$ cat config.mk
export PLATFORM = sky130hd
export DESIGN_NAME = bpsk_tx_sequencer
export DESIGN_NICKNAME = d
export VERILOG_FILES = /design/src/rtl/bpsk_tx_sequencer.sv
export SDC_FILE = /design/constraint.sdc
export NUM_CORES = 1
export LEC_CHECK = 0
export CORE_MARGIN = 2
export CORE_UTILIZATION = 50
export DETAILED_ROUTE_END_ITERATION = 10
export GPL_ROUTABILITY_DRIVEN = 0
export PLACE_DENSITY = 0.76
export SLEW_MARGIN = 20
export SYNTH_ARGS = -nofsm -noshare
export SYNTH_HDL_FRONTEND = slang
export SYNTH_SLANG_ARGS = --single-unit
$ cat constraint.sdc
create_clock -name clk -period 2.5 [get_ports clk]
set_input_delay 0.375 -clock clk [delete_from_list [all_inputs] [get_ports clk]]
set_output_delay 0.375 -clock clk [all_outputs]
set_load 0.02 [all_outputs]
$ cat src/rtl/bpsk_tx_sequencer.sv
// rtl/bpsk_tx_sequencer.sv - BPSK modulator frame sequencer: payload FIFO, slot counters, priming/preamble framing
// Optional BPSK_SEQ_DIFF_EN: differentially encode payload words as they are loaded into mod_data.
module bpsk_tx_sequencer #(
  parameter int SAMPLE_NUMBER = 256,
  parameter int DATA_WIDTH = 12,
  parameter int FIFO_DEPTH = 4,
  parameter int PREAMBLE_WORDS = 2,
  parameter logic [DATA_WIDTH-1:0] PREAMBLE_WORD = 12'hAAA,
  parameter logic [DATA_WIDTH-1:0] IDLE_WORD = 12'h000
) (
  input  logic                             clk,
  input  logic                             arstn,
  input  logic [DATA_WIDTH-1:0]            s_data,
  input  logic                             s_last,
  input  logic                             s_valid,
  output logic                             s_ready,
  output logic                             mod_en,
  output logic [$clog2(SAMPLE_NUMBER)-1:0] mod_cnt,
  output logic [DATA_WIDTH-1:0]            mod_data,
  output logic                             mod_load,
  output logic                             busy,
  output logic [$clog2(FIFO_DEPTH):0]      fifo_level,
  output logic                             underrun,
  input  logic                             underrun_clr
);
  localparam int CW = $clog2(SAMPLE_NUMBER);
  localparam int BW = (DATA_WIDTH > 1) ? $clog2(DATA_WIDTH) : 1;
  localparam int AW = $clog2(FIFO_DEPTH);
  localparam int PW = $clog2(PREAMBLE_WORDS + 2);
  localparam logic [CW-1:0] CNT_MAX = CW'(SAMPLE_NUMBER - 1);
  localparam logic [BW-1:0] BIT_MAX = BW'(DATA_WIDTH - 1);
  localparam logic [AW:0] FULL_LEVEL = (AW + 1)'(FIFO_DEPTH);
  localparam logic [PW-1:0] PRE_LAST = PW'(PREAMBLE_WORDS - 1);
  localparam logic [PW-1:0] PRE_INIT = PW'((PREAMBLE_WORDS > 0) ? PREAMBLE_WORDS - 1 : 0);

  typedef enum logic [2:0] {S_IDLE, S_PRIME, S_PREAMBLE, S_PAYLOAD, S_LAST} state_t;
  typedef enum logic [1:0] {LD_NONE, LD_PRE, LD_POP, LD_IDLE} load_t;

  state_t state, next_state;
  load_t load;
  logic [BW-1:0] bit_cnt;
  logic [PW-1:0] pre_slot, pre_left;
  logic last_flag;
  logic [DATA_WIDTH:0] mem [FIFO_DEPTH];
  logic [AW-1:0] wr_ptr, rd_ptr;
  logic push, pop, fifo_empty, start, head_last;
  logic [DATA_WIDTH-1:0] head_data, pop_word;

  assign fifo_empty = (fifo_level == '0);
  assign s_ready = (fifo_level != FULL_LEVEL);
  assign push = s_valid && s_ready;
  assign pop = (load == LD_POP);
  assign {head_last, head_data} = mem[rd_ptr];
  assign mod_en = (state != S_IDLE);
  assign busy = mod_en;
  assign mod_load = mod_en && (mod_cnt == CNT_MAX) && (bit_cnt == BIT_MAX);
  assign start = (state == S_IDLE) && !fifo_empty;

`ifdef BPSK_SEQ_DIFF_EN
  logic chain;

  function automatic logic [DATA_WIDTH-1:0] diff_encode(input logic [DATA_WIDTH-1:0] d, input logic prev);
    logic [DATA_WIDTH-1:0] e;
    logic p;
    p = prev;
    for (int i = 0; i < DATA_WIDTH; i++) begin
      e[i] = d[i] ^ p;
      p = e[i];
    end
    return e;
  endfunction

  // chain restarts every frame, including a pop taken on the IDLE->PRIME edge
  assign pop_word = diff_encode(head_data, start ? 1'b0 : chain);

  always_ff @(posedge clk or negedge arstn) begin
    if (!arstn) chain <= 1'b0;
    else if (pop) chain <= pop_word[DATA_WIDTH-1];
    else if (start) chain <= 1'b0;
  end
`else
  assign pop_word = head_data;
`endif

  always_ff @(posedge clk or negedge arstn) begin
    if (!arstn) state <= S_IDLE;
    else state <= next_state;
  end

  // Loads run one slot ahead of the state: a boundary loads the word for the slot after next.
  always_comb begin
    next_state = state;
    load = LD_NONE;
    case (state)
      S_IDLE: begin
        if (start) begin
          next_state = S_PRIME;
          load = (PREAMBLE_WORDS > 0) ? LD_PRE : LD_POP;
        end
      end
      S_PRIME, S_PREAMBLE, S_PAYLOAD: begin
        if (mod_load) begin
          if (last_flag) load = LD_NONE;
          else if (pre_left != '0) load = LD_PRE;
          else if (!fifo_empty) load = LD_POP;
          else load = LD_IDLE;
          if (state == S_PRIME && PREAMBLE_WORDS > 0) next_state = S_PREAMBLE;
          else if (state == S_PREAMBLE && pre_slot != PRE_LAST) next_state = S_PREAMBLE;
          else next_state = last_flag ? S_LAST : S_PAYLOAD;
        end
      end
      S_LAST: begin
        if (mod_load) next_state = S_IDLE;
      end
      default: next_state = S_IDLE;
    endcase
  end

  always_ff @(posedge clk) begin
    if (push) mem[wr_ptr] <= {s_last, s_data};
  end

  always_ff @(posedge clk or negedge arstn) begin
    if (!arstn) begin
      mod_cnt <= '0;
      bit_cnt <= '0;
      pre_slot <= '0;
      pre_left <= '0;
      last_flag <= 1'b0;
      mod_data <= '0;
      underrun <= 1'b0;
      wr_ptr <= '0;
      rd_ptr <= '0;
      fifo_level <= '0;
    end else begin
      if (state == S_IDLE) begin
        mod_cnt <= '0;
        bit_cnt <= '0;
      end else if (mod_cnt == CNT_MAX) begin
        mod_cnt <= '0;
        bit_cnt <= (bit_cnt == BIT_MAX) ? '0 : bit_cnt + 1'b1;
      end else begin
        mod_cnt <= mod_cnt + 1'b1;
      end

      if (start) begin
        pre_left <= PRE_INIT;
        pre_slot <= '0;
        last_flag <= 1'b0;
      end else begin
        if (mod_load && state == S_PREAMBLE) pre_slot <= pre_slot + 1'b1;
        if (load == LD_PRE) pre_left <= pre_left - 1'b1;
      end

      case (load)
        LD_PRE: mod_data <= PREAMBLE_WORD;
        LD_POP: begin
          mod_data <= pop_word;
          last_flag <= head_last;
        end
        LD_IDLE: mod_data <= IDLE_WORD;
        default: ;
      endcase

      if (load == LD_IDLE) underrun <= 1'b1;
      else if (underrun_clr) underrun <= 1'b0;

      if (push) wr_ptr <= wr_ptr + 1'b1;
      if (pop) rd_ptr <= rd_ptr + 1'b1;
      if (push && !pop) fifo_level <= fifo_level + 1'b1;
      else if (pop && !push) fifo_level <= fifo_level - 1'b1;
    end
  end
endmodule

### Word level (Yosys, flattened, before mapping)

Memories as Yosys holds them, arrays and structs flattened.
Cells that the tools add are included.

| storage, ports and cells | value |
|---|---|
| memory bits (writable) | 52 |
| memories kept | 1 |
| register bits | 40 |

Memories:

| memory | depth | width | read ports | clocked after Yosys merged registers in | wr ports | RTL line | text |
|---|---|---|---|---|---|---|---|
| mem | 4 | 13 | 1 | 0 | 1 | 44 | `logic [DATA_WIDTH:0] mem [FIFO_DEPTH];` |

| cells by class | value |
|---|---|
| eq/ne operators | 14 |
| muxes and demuxes | 31 |
| reductions and logical operators | 24 |
| $add $sub $neg | 8 |

Operator list:

| operator | number |
|---|---|
| one-hot mux 12 bit (3 select lines) | 1 |
| two-way mux 3 bit | 8 |
| two-way mux 8 bit | 2 |
| two-way mux 2 bit | 7 |
| nonzero test 2 bit | 7 |
| two-way mux 4 bit | 3 |
| one-hot mux 3 bit (3 select lines) | 1 |
| adder 8 x 1 -> 8 bit, second input constant | 1 |
| equality test 8 bit, second input constant | 1 |
| logical AND 1 bit | 8 |
| two-way mux 1 bit | 8 |
| adder 2 x 1 -> 2 bit, second input constant | 3 |
| equality test 3 x 2 -> 1 bit, second input constant | 2 |
| logical NOT 3 bit | 2 |
| != test 2 bit, second input constant | 3 |
| nonzero test 3 bit | 2 |
| adder 4 x 1 -> 4 bit, second input constant | 1 |
| equality test 2 bit, second input constant | 2 |
| equality test 4 bit, second input constant | 1 |
| one-hot mux 2 bit (2 select lines) | 1 |
| adder 3 x 1 -> 3 bit, second input constant | 1 |
| equality test 3 x 1 -> 1 bit, second input constant | 1 |
| equality test 3 bit, second input constant | 1 |
| logical NOT 1 bit | 3 |
| 7 further kinds | 7 |

### Longest topological paths before layout

| depth | value |
|---|---|
| depth after elaboration | 10 |
| depth in mapped cells | 12 |
| mapped depth without buffers | 11 |

### Worst setup path before layout

OpenSTA, ideal clock, no wires.

| timing path | value |
|---|---|
| path type | flip-flop to flip-flop |
| from | register mod_cnt[0] |
| to | register fifo_level[1] |
| period minus slack after synthesis | 2688 ps |
| required time | 2375 ps |
| arrival time | 2564 ps |
| setup time | 125 ps |
| path slack | -188 ps |
| stages on the path, launching flop included | 11 |
| path through | dfrtp_1 ha_1 and3_1 buf_2 nand2_2 nor4_4 inv_1 ha_1 inv_1 fa_1 mux2_2 |

| between the ends | value |
|---|---|
| cells in the longest elaborated chain, start to end | 9 |

RTL lines:

| what | RTL line | text |
|---|---|---|
| start, declared | 18 | `output logic [$clog2(SAMPLE_NUMBER)-1:0] mod_cnt,` |
| start signal, assigned | 143 | `mod_cnt <= mod_cnt + 1'b1;` |
| equality test 8 bit * | 56 | `assign mod_load = mod_en && (mod_cnt == CNT_MAX) && (bit_cnt == BIT_MAX);` |
| logical AND 1 bit * (2 in a row) | 56 |  |
| two-way mux 2 bit * | 102 | `if (mod_load) begin` |
| one-hot mux 2 bit (2 select lines) * | 94 | `case (state)` |
| equality test 2 bit * | 52 | `assign pop = (load == LD_POP);` |
| logical NOT 1 bit | 170 | `if (push && !pop) fifo_level <= fifo_level + 1'b1;` |
| logical AND 1 bit | 170 |  |
| two-way mux 3 bit or nonzero test 2 bit (tied branches) | - |  |
| end signal, assigned | 170 |  |
| end signal, assigned | 171 | `else if (pop && !push) fifo_level <= fifo_level - 1'b1;` |
| end, declared | 22 | `output logic [$clog2(FIFO_DEPTH):0] fifo_level,` |

Every way passes the cells marked *; elsewhere a longest branch is shown, timed or not.
A chain may end at the register's enable or synchronous reset.

### Worst setup path after layout

| timing path | value |
|---|---|
| from | register fifo_level[2] |
| to | register fifo_level[1] |

| between the ends | value |
|---|---|
| cells in the longest elaborated chain, start to end | 10 |

RTL lines:

| what | RTL line | text |
|---|---|---|
| logical NOT 3 bit | 49 | `assign fifo_empty = (fifo_level == '0);` |
| two-way mux 1 bit | 105 | `else if (!fifo_empty) load = LD_POP;` |
| two-way mux 2 bit | 104 | `else if (pre_left != '0) load = LD_PRE;` |
| two-way mux 2 bit | 103 | `if (last_flag) load = LD_NONE;` |
| two-way mux 2 bit | 102 |  |
| one-hot mux 2 bit (2 select lines) | 94 |  |
| equality test 2 bit | 52 |  |
| logical NOT 1 bit | 170 |  |
| logical AND 1 bit | 170 |  |
| two-way mux 3 bit or nonzero test 2 bit (tied branches) | - |  |

Parallel ways exist; a longest one is shown, timed or not.

==> run metrics <==
crit path max-delay cell type or3_4; Synth warnings 0; Final Hold Fails 0; grt ovf 0; Std-Cell Rows 32; Worst Skew 0.005441 ns; total clock sinks slightly above 90; Core ar. 7647 um2; Post-DP HPWL 4778 um; Switching Share 0.2587; Cell Area, Synth approximately 4000 um2; maximum vdd drop about 0.47 mV; final routed DRC violation total 0; CP startpoint fifo_level[2]; chip width ~90 um; CP peak stage delay roughly 0.4 ns; first-pass GRT wire length around 12,000 um; post-synth cell types 43; H-tree lvl count 3; die footprint between 8000 and 9000 um2; pwr dens 737.0 nW/um2; most common flop cell mapped by yosys edfxtp_1; number of nets in the layout roughly 360; CP Cell Sequence or3_4, and2_1, nor4_4, inv_1, ha_1, inv_1, fa_1, mux2_2; Setup crit end kind flop; num ports 45; setup bufs post-CTS 0; f_max around 420 MHz; RSZ-0062 raised after global routing no; initial core utilization 0.5111; Leak 1.779 nW; proportion of layout cells with a drive suffix above 1 0.1557; input/output buffers 44; DP Cell Count between 400 and 500; register bit count reported by yosys 92; root buffer cell clkbuf_8; Detailed Route WL about 7000 um; commonest cells after routing, fill and taps aside edfxtp_1, clkdlybuf4s50_1, dfrtp_1, nor2_1, nand2_1; hold slack between 0.1 and 0.15 ns; Tot GR Track Use 0.1860; Hold Buf Count CTS 0; startpoint types flop; placed cell areas between 4000 and 5000 um2; Crit path top cell by count inv_1; critical path data required time 2.74 ns; Skew-Pair Late Insertion Delay roughly 0.36 ns; Hold WC Path Type in -> async; initial antenna violation count 0; CTS tree done; Slew headroom 0.4003; Post-synth ARST share 0.4348; Synth Net Count 300; commonest non-fill, non-tap cell in the layout edfxtp_1; Tcrit/Tclk final 0.9584; Worst Path Class, Setup reg -> reg; clock power share 0.283; Finished Cell Area between 4000 and 5000 um2; crit path max fanout 3; maxcap violations 0; Pint about 2.6 mW; CTS Buf Count 9; pre-CTS setup slack about 0.066 ns; Switch Pwr between 800 and 900 uW; Syn Inst Count roughly 270; buffer depth of the longest clock path 2; Worst Slack Setup Final between 0.1 and 0.15 ns; detailed router's first-iteration violation count around 110; vias in the first global route between 2,000 and 2,500; share of power burned in registers 0.544; Worst-Margin Slew 0.8995 ns; Syn-to-layout area delta 20.49%; largest net degree at the start of global routing between 40 and 50; Tmin final about 2.4 ns; fin. max-slew vios 0; post-route insts no fill between 400 and 500; fillcell total slightly below 600; Die Ht 92.42 um; CP Data Arrival Time 2.64 ns; Vias/cell around 5.4; Gate power share 0.173; wire length per cell between 15 and 20 um; post-layout util 0.6158; status finished clean; worst r2r src fifo_level[2]; clk slew on worst S/H paths approximately 0.090 ns; average cell area after synthesis 14.32 um2; total number of vias roughly 2,400; Routed Antenna Nets 0; Antenna Cells 0; sequential area share after synthesis 0.6556; setup violators final 0; EDFF count, synth 52; total iterations of the first detailed-routing run 4
cells by family after synthesis:
logic type,synth area share
AND/OR/NAND/NOR,0.1152
flip-flops,0.6556
buffers and inverters,0.02785
AO/OA/AOI/OAI,0.05762
multiplexers,0.08067
XOR/XNOR,0.02913
adder cells (fa/ha/maj),0.03393
registers in the layout, indices dropped and copies added (netlist names):
signal,count
state,3
mod_cnt,8
underrun,1
wr_ptr,2
pre_slot,2
mod_data,12
bit_cnt,4
pre_left,2
rd_ptr,2
fifo_level,3
last_flag,1
mem,52
worst max-delay path, delay by kind of cell, from the launching register on:
family                   cells  cell delay [ns]
AND/OR/NAND/NOR              3             0.88
flip-flops                   1             0.39
adder cells (fa/ha/maj)      2             0.61
multiplexers                 1             0.27
buffers and inverters        2             0.14
area by class of cell:
cell class / instances / area (um2) / area share
multi-input combinational: 157 / 1250 / 0.2654
clock buffer: 11 / 131.4 / 0.02790
timing repair buffer: 57 / 531.8 / 0.1129
sequential: 92 / 2565 / 0.5446
inverter: 12 / 45.04 / 0.009564
tap: 102 / 127.6 / 0.02710
clock inverter: 5 / 58.81 / 0.01249
timing repair:
| item | in CTS | in global routing |
|---|---|---|
| gates resized for setup | 3 | 2 |
| hold endpoints to repair | 0 | 0 |
| setup endpoints to repair | 1 | 1 |
| pin swaps | 0 | 2 |
metal layers:
layer  part of all wire  GRT usage  vias up  routed length (um)
met5                  0          0        -                   0
met2               0.50     0.3054       55                3559
met4              0.020    0.07338        0                 146
met1               0.44     0.2485     1170                3167
met3              0.036    0.03336       13                 259
li1                   -          -     1120                   -
final timing paths:
| kind | end | slack (ns) | cells past startpoint |
|---|---|---|---|
| min reg2reg | mod_cnt[0] | 0.48 | 1 |
| min in group clk | mod_cnt[0] | 0.48 | 1 |
| max | fifo_level[1] | 0.10 | 8 |
| min | mod_cnt[2] | 0.14 | 1 |
| max reg2reg | fifo_level[1] | 0.10 | 8 |
| max in group asynchronous | mod_cnt[0] | 1.75 | 1 |
power by group through the flow:
stage	Sequential, mW	Clock (mW)	Combinational (mW)
2_1_floorplan	1.96	0	0.279
3_3_place_gp	1.91	0	0.584
3_5_place_dp	1.92	0	0.607
4_1_cts	1.89	0.996	0.614
5_1_grt	1.91	1.07	0.665
6_report	1.89	0.982	0.600
cell usage after synthesis, types with 2 or more instances:
library cell  number  area (um2)
xor2_1             5       43.79
nor2_1            25       93.84
clkbuf_1           4       15.01
and4_1             2       17.52
buf_2              6       30.03
mux4_2            13       292.8
nor4_1             2       12.51
mux2_2             2       22.52
edfxtp_1          52        1562
dfrtp_1           40        1001
nand3_1            5       25.02
a211oi_1           2       15.01
a21oi_1           10       50.05
a22oi_1            6       45.04
ha_1               9       112.6
and3_1            13       81.33
o22a_1             5       43.79
nor3_1             6       30.03
and2_1             3       18.77
inv_1             12       45.04
nand2_1           15       56.30
xnor2_1            8       70.07
o21ai_0            8       40.04
stage by stage:
step	total power [mW]	TNS, ns
after floorplan	2.237	-0.1189
after global placement	2.495	0
after detailed placement	2.530	0
after CTS	3.502	0
after global routing	3.639	0
final	3.471	0
Note: power is estimated with default switching activity, not from simulation.
==> RTL change 1, RTL diff (config.mk and constraints unchanged) <==
Encoding of `state_t`: now one-hot (5 bits for 5 states).
--- a/src/rtl/bpsk_tx_sequencer.sv
+++ b/src/rtl/bpsk_tx_sequencer.sv
@@ -33,7 +33,7 @@
   localparam logic [PW-1:0] PRE_LAST = PW'(PREAMBLE_WORDS - 1);
   localparam logic [PW-1:0] PRE_INIT = PW'((PREAMBLE_WORDS > 0) ? PREAMBLE_WORDS - 1 : 0);
 
-  typedef enum logic [2:0] {S_IDLE, S_PRIME, S_PREAMBLE, S_PAYLOAD, S_LAST} state_t;
+  typedef enum logic [4:0] {S_IDLE = 5'b00001, S_PRIME = 5'b00010, S_PREAMBLE = 5'b00100, S_PAYLOAD = 5'b01000, S_LAST = 5'b10000} state_t;
   typedef enum logic [1:0] {LD_NONE, LD_PRE, LD_POP, LD_IDLE} load_t;
 
   state_t state, next_state;
Function: same outputs for any inputs over 10 cycles, from zero or initial values and one cycle with arstn low; not proved beyond that.
==> RTL change 1 against the unedited design <==
Routed wire length grew 11%; non-clock buffer count increased by 11; worst setup slack lost 0.039 ns; cell count rose by 7.1%; synthesized area grew 6.5%; sequential cell count up 2; maximum frequency shrank 1.6%; critical path depth is 2 higher; global-route usage grew 0.58 points; largest cell class unchanged; design area up 7.2%.
Power is not compared: it rests on default switching activity, and its combinational part moved more than twofold at a synthesized area within 25%.
==> RTL change 1: results (changes against the unedited design) <==
final_layout:
  final_nets: 384  # +7.9%
  fillers: 602  # +3.4%
  drive_gt1_share_pct: 21.0  # +5.4 points
  regArea_mm2: 0.00262  # +2.0%
drt:
  wl_met3_um: 279  # +7.7%
  wl_met1_mm: 3.31  # +4.6%
  drt-total-wl_mm: 7.89  # +11%
  wl_met2_mm: 4.17  # +17%
  wl_per_cell_um: 16.9  # +3.2%
  vias_per_cell: 5.45  # +0.69%
  drtIter0Drc: 130  # +15%
synth:
  synth-xor-area-share_pct: 3.16  # +0.24 points
  synthTopCellsByCount: "52 x edfxtp_1, 41 x dfrtp_1, 35 x nor2_1, 14 x nand3_1"
  syn_nets: 317  # +5.7%
  synth_seq_area_share_pct: 62.8  # -2.8 points
  synthAdderAreaFrac_pct: 3.19  # -0.21 points
  async_flop_share_pct: 44.7  # +1.2 points
  synth_compound_area_share_pct: 4.90  # -0.86 points
  ys_types: 54  # +26%
  muxShareOfSynthArea_pct: 10.1  # +2.1 points
  yosysWarningCount: 0  # unchanged
  synth.area.top_cells: "edfxtp_1 38%, dfrtp_1 25%, mux4_2 5.9%"
  syn_inst: 290  # +6.2%
worst_setup_path:
  crit_path_max_incr_delay_ns: 0.55  # +0.15 ns
  cp_max_fo: 2  # -1
  cpMaxStageDelayCell: "dfstp_2"
grt:
  grt_util_met2_pct: 32.0  # +1.5 points
  grt_pass1_wl_mm: 12.7  # +5.7%
  grtUsageTotal_pct: 19.2  # +0.58 points
  antenna_found_initial: 0  # unchanged
  grt_start_max_net_pins: 24  # -41%
  grtUsageMet1_pct: 24.3  # -0.52 points
  grtUsageMet3_pct: 4.74  # +1.4 points
place:
  place_area_mm2: 0.00477  # +5.9%
  dp_cells: 444  # +5.7%
  place_ws_ns: 0.0287  # -0.0373 ns
  dp_hpwl_mm: 5.40  # +13%
timing:
  finalClockSkew_ns: 0.0108  # +0.00539 ns
  tightest_slew_ns: 0.751  # -0.149 ns
clocking:
  post_cts_buffers: 2  # +2
  cts_hold_buf: 1  # +1
  cts-resized-gates: 14  # +11
worst_hold_path:
  hp-class: "flip-flop to flip-flop"
run_status:
  status: "complete, no violations"
## RTL change 1: cell count changes in the layout (fill, tap and decap cells not counted), moves of 7 or more
cell,change
buf_4,+9
nor2_1,+10
nand2_1,-7
mux2i_1,+8
nand3_1,+10
## RTL change 1: area by class of cell
class,count,area share (%)
clock buffers,9,2.45
multi-input cells,173,28.3
well taps,105,2.60
inverters,11,0.892
flip-flops and latches,94,51.8
repair buffers,68,12.3
clock inverters,7,1.69
## RTL change 1: worst paths after layout
check / start / to / slack [ns] / cells past startpoint
setup reg to reg: state[0] / fifo_level[2] / 0.06 / 10
hold / removal: mod_cnt[0] / mod_cnt[0] / 0.51 / 1
max in group asynchronous: arstn / state[0] / 1.25 / 3
hold reg to reg: mod_cnt[0] / mod_cnt[0] / 0.51 / 1
min in group asynchronous: arstn / mod_cnt[2] / 0.52 / 2
setup / recovery: state[0] / fifo_level[2] / 0.06 / 10
==> RTL change 2, RTL diff (same flow settings) <==
Without the edit above. Build with the macro `BPSK_SEQ_DIFF_EN` defined.
--- a/src/rtl/bpsk_tx_sequencer.sv
+++ b/src/rtl/bpsk_tx_sequencer.sv
@@ -1,5 +1,7 @@
 // rtl/bpsk_tx_sequencer.sv - BPSK modulator frame sequencer: payload FIFO, slot counters, priming/preamble framing
 // Optional BPSK_SEQ_DIFF_EN: differentially encode payload words as they are loaded into mod_data.
+`define BPSK_SEQ_DIFF_EN
+
 module bpsk_tx_sequencer #(
   parameter int SAMPLE_NUMBER = 256,
   parameter int DATA_WIDTH = 12,
Behaviour: no difference found for any inputs over 10 cycles, from zero or initial values and one cycle with arstn low; that may be too few to reach the edited logic, so the function may still have changed.
==> RTL change 2 against the unedited design <==
The run now ends with setup timing left; critical endpoint is now mod_data[11]; worst setup slack got worse by 0.19 ns; global-route usage rose by 0.21 points; design area rose by 11%; highest routed layer unchanged; power rose by 16%; routed wire length rose by 8.9%; cell count rose by 8.7%; clock power fell by 3.9%; critical path depth did not move; synthesized area rose by 4.6%; sequential cell count rose by 1.
==> RTL change 2: results (changes against the unedited design) <==
final_layout:
  buffers: 81  # +42%
  fillers: 538  # -7.6%
  clock_area_share_pct: 3.64  # -0.39 points
  nMultiInputCombCells: 171  # +8.9%
  multi_input_area_share_pct: 29.2  # +2.6 points
  final_nets: 394  # +11%
  nClkBuffers: 9  # -2
  regArea_mm2: 0.00259  # +1.1%
synth:
  synth.area.top_cells: "edfxtp_1 38%, dfrtp_1 25%, mux4_2 5.0%"
  ys_types: 44  # +2.3%
  synth_compound_area_share_pct: 5.45  # -0.32 points
  synthTopCellsByCount: "52 x edfxtp_1, 41 x dfrtp_1, 27 x nor2_1, 17 x nand2_1, 17 x o21ai_0"
  synth_seq_area_share_pct: 63.3  # -2.3 points
  syn_inst: 281  # +2.9%
  muxShareOfSynthArea_pct: 9.05  # +0.99 points
  synth-seq-cells: 93  # +1.1%
run_status:
  status: "complete, but fails checks"
  failed_checks: "setup timing"
grt:
  grt_pass1_wl_mm: 12.5  # +3.4%
  grt_start_max_net_pins: 42  # +2.4%
  grtUsageMet3_pct: 3.99  # +0.65 points
  grt_util_met2_pct: 31.7  # +1.1 points
drt:
  drtIter0Drc: 118  # +4.4%
  wl_met2_mm: 4.02  # +13%
power:
  power.internal_mw: 2.82  # +9.4%
  p_leak_nw: 2.05  # +15%
place:
  dp_hpwl_mm: 5.51  # +15%
  dp_cells: 454  # +8.1%
  place_ws_ns: -0.0593  # -0.125 ns
timing:
  hold_slack_ns: 0.142  # +0.00578 ns
  setup_viol: 4  # +4
  finalClockSkew_ns: 0.00996  # +0.00452 ns
  tns_ns: -0.211  # -0.211 ns
  timing.final.ws_setup_ns: -0.0897  # -0.194 ns
worst_setup_path:
  crit_path_start: "rd_ptr[0]"
  cp_top_family: "XOR/XNOR gates"
  cp_max_fo: 5  # +2
[RTL change 2: cell count changes after synthesis, moves of 4 or more]
| cell | before | now |
|---|---|---|
| a22oi_1 | 6 | 1 |
| and3_1 | 13 | 6 |
| buf_2 | 6 | 1 |
| mux2i_1 | 0 | 4 |
| mux4_1 | 0 | 4 |
| mux4_2 | 13 | 9 |
| nand3_1 | 5 | 11 |
| nor3_1 | 6 | 2 |
| o21ai_0 | 8 | 17 |
| o22a_1 | 5 | 0 |
| xnor2_1 | 8 | 15 |
| xor2_1 | 5 | 12 |
[RTL change 2: worst min-delay path by stage]
stage / from / depth (start not counted) / end
after floorplan: arstn / 0 / bit_cnt[0]
after global placement: pre_left[0] / 1 / pre_left[0]
after detailed placement: pre_left[0] / 1 / pre_left[0]
after CTS: arstn / 1 / mod_cnt[7]
after global routing: arstn / 1 / mod_cnt[7]
final: arstn / 1 / mod_cnt[7]
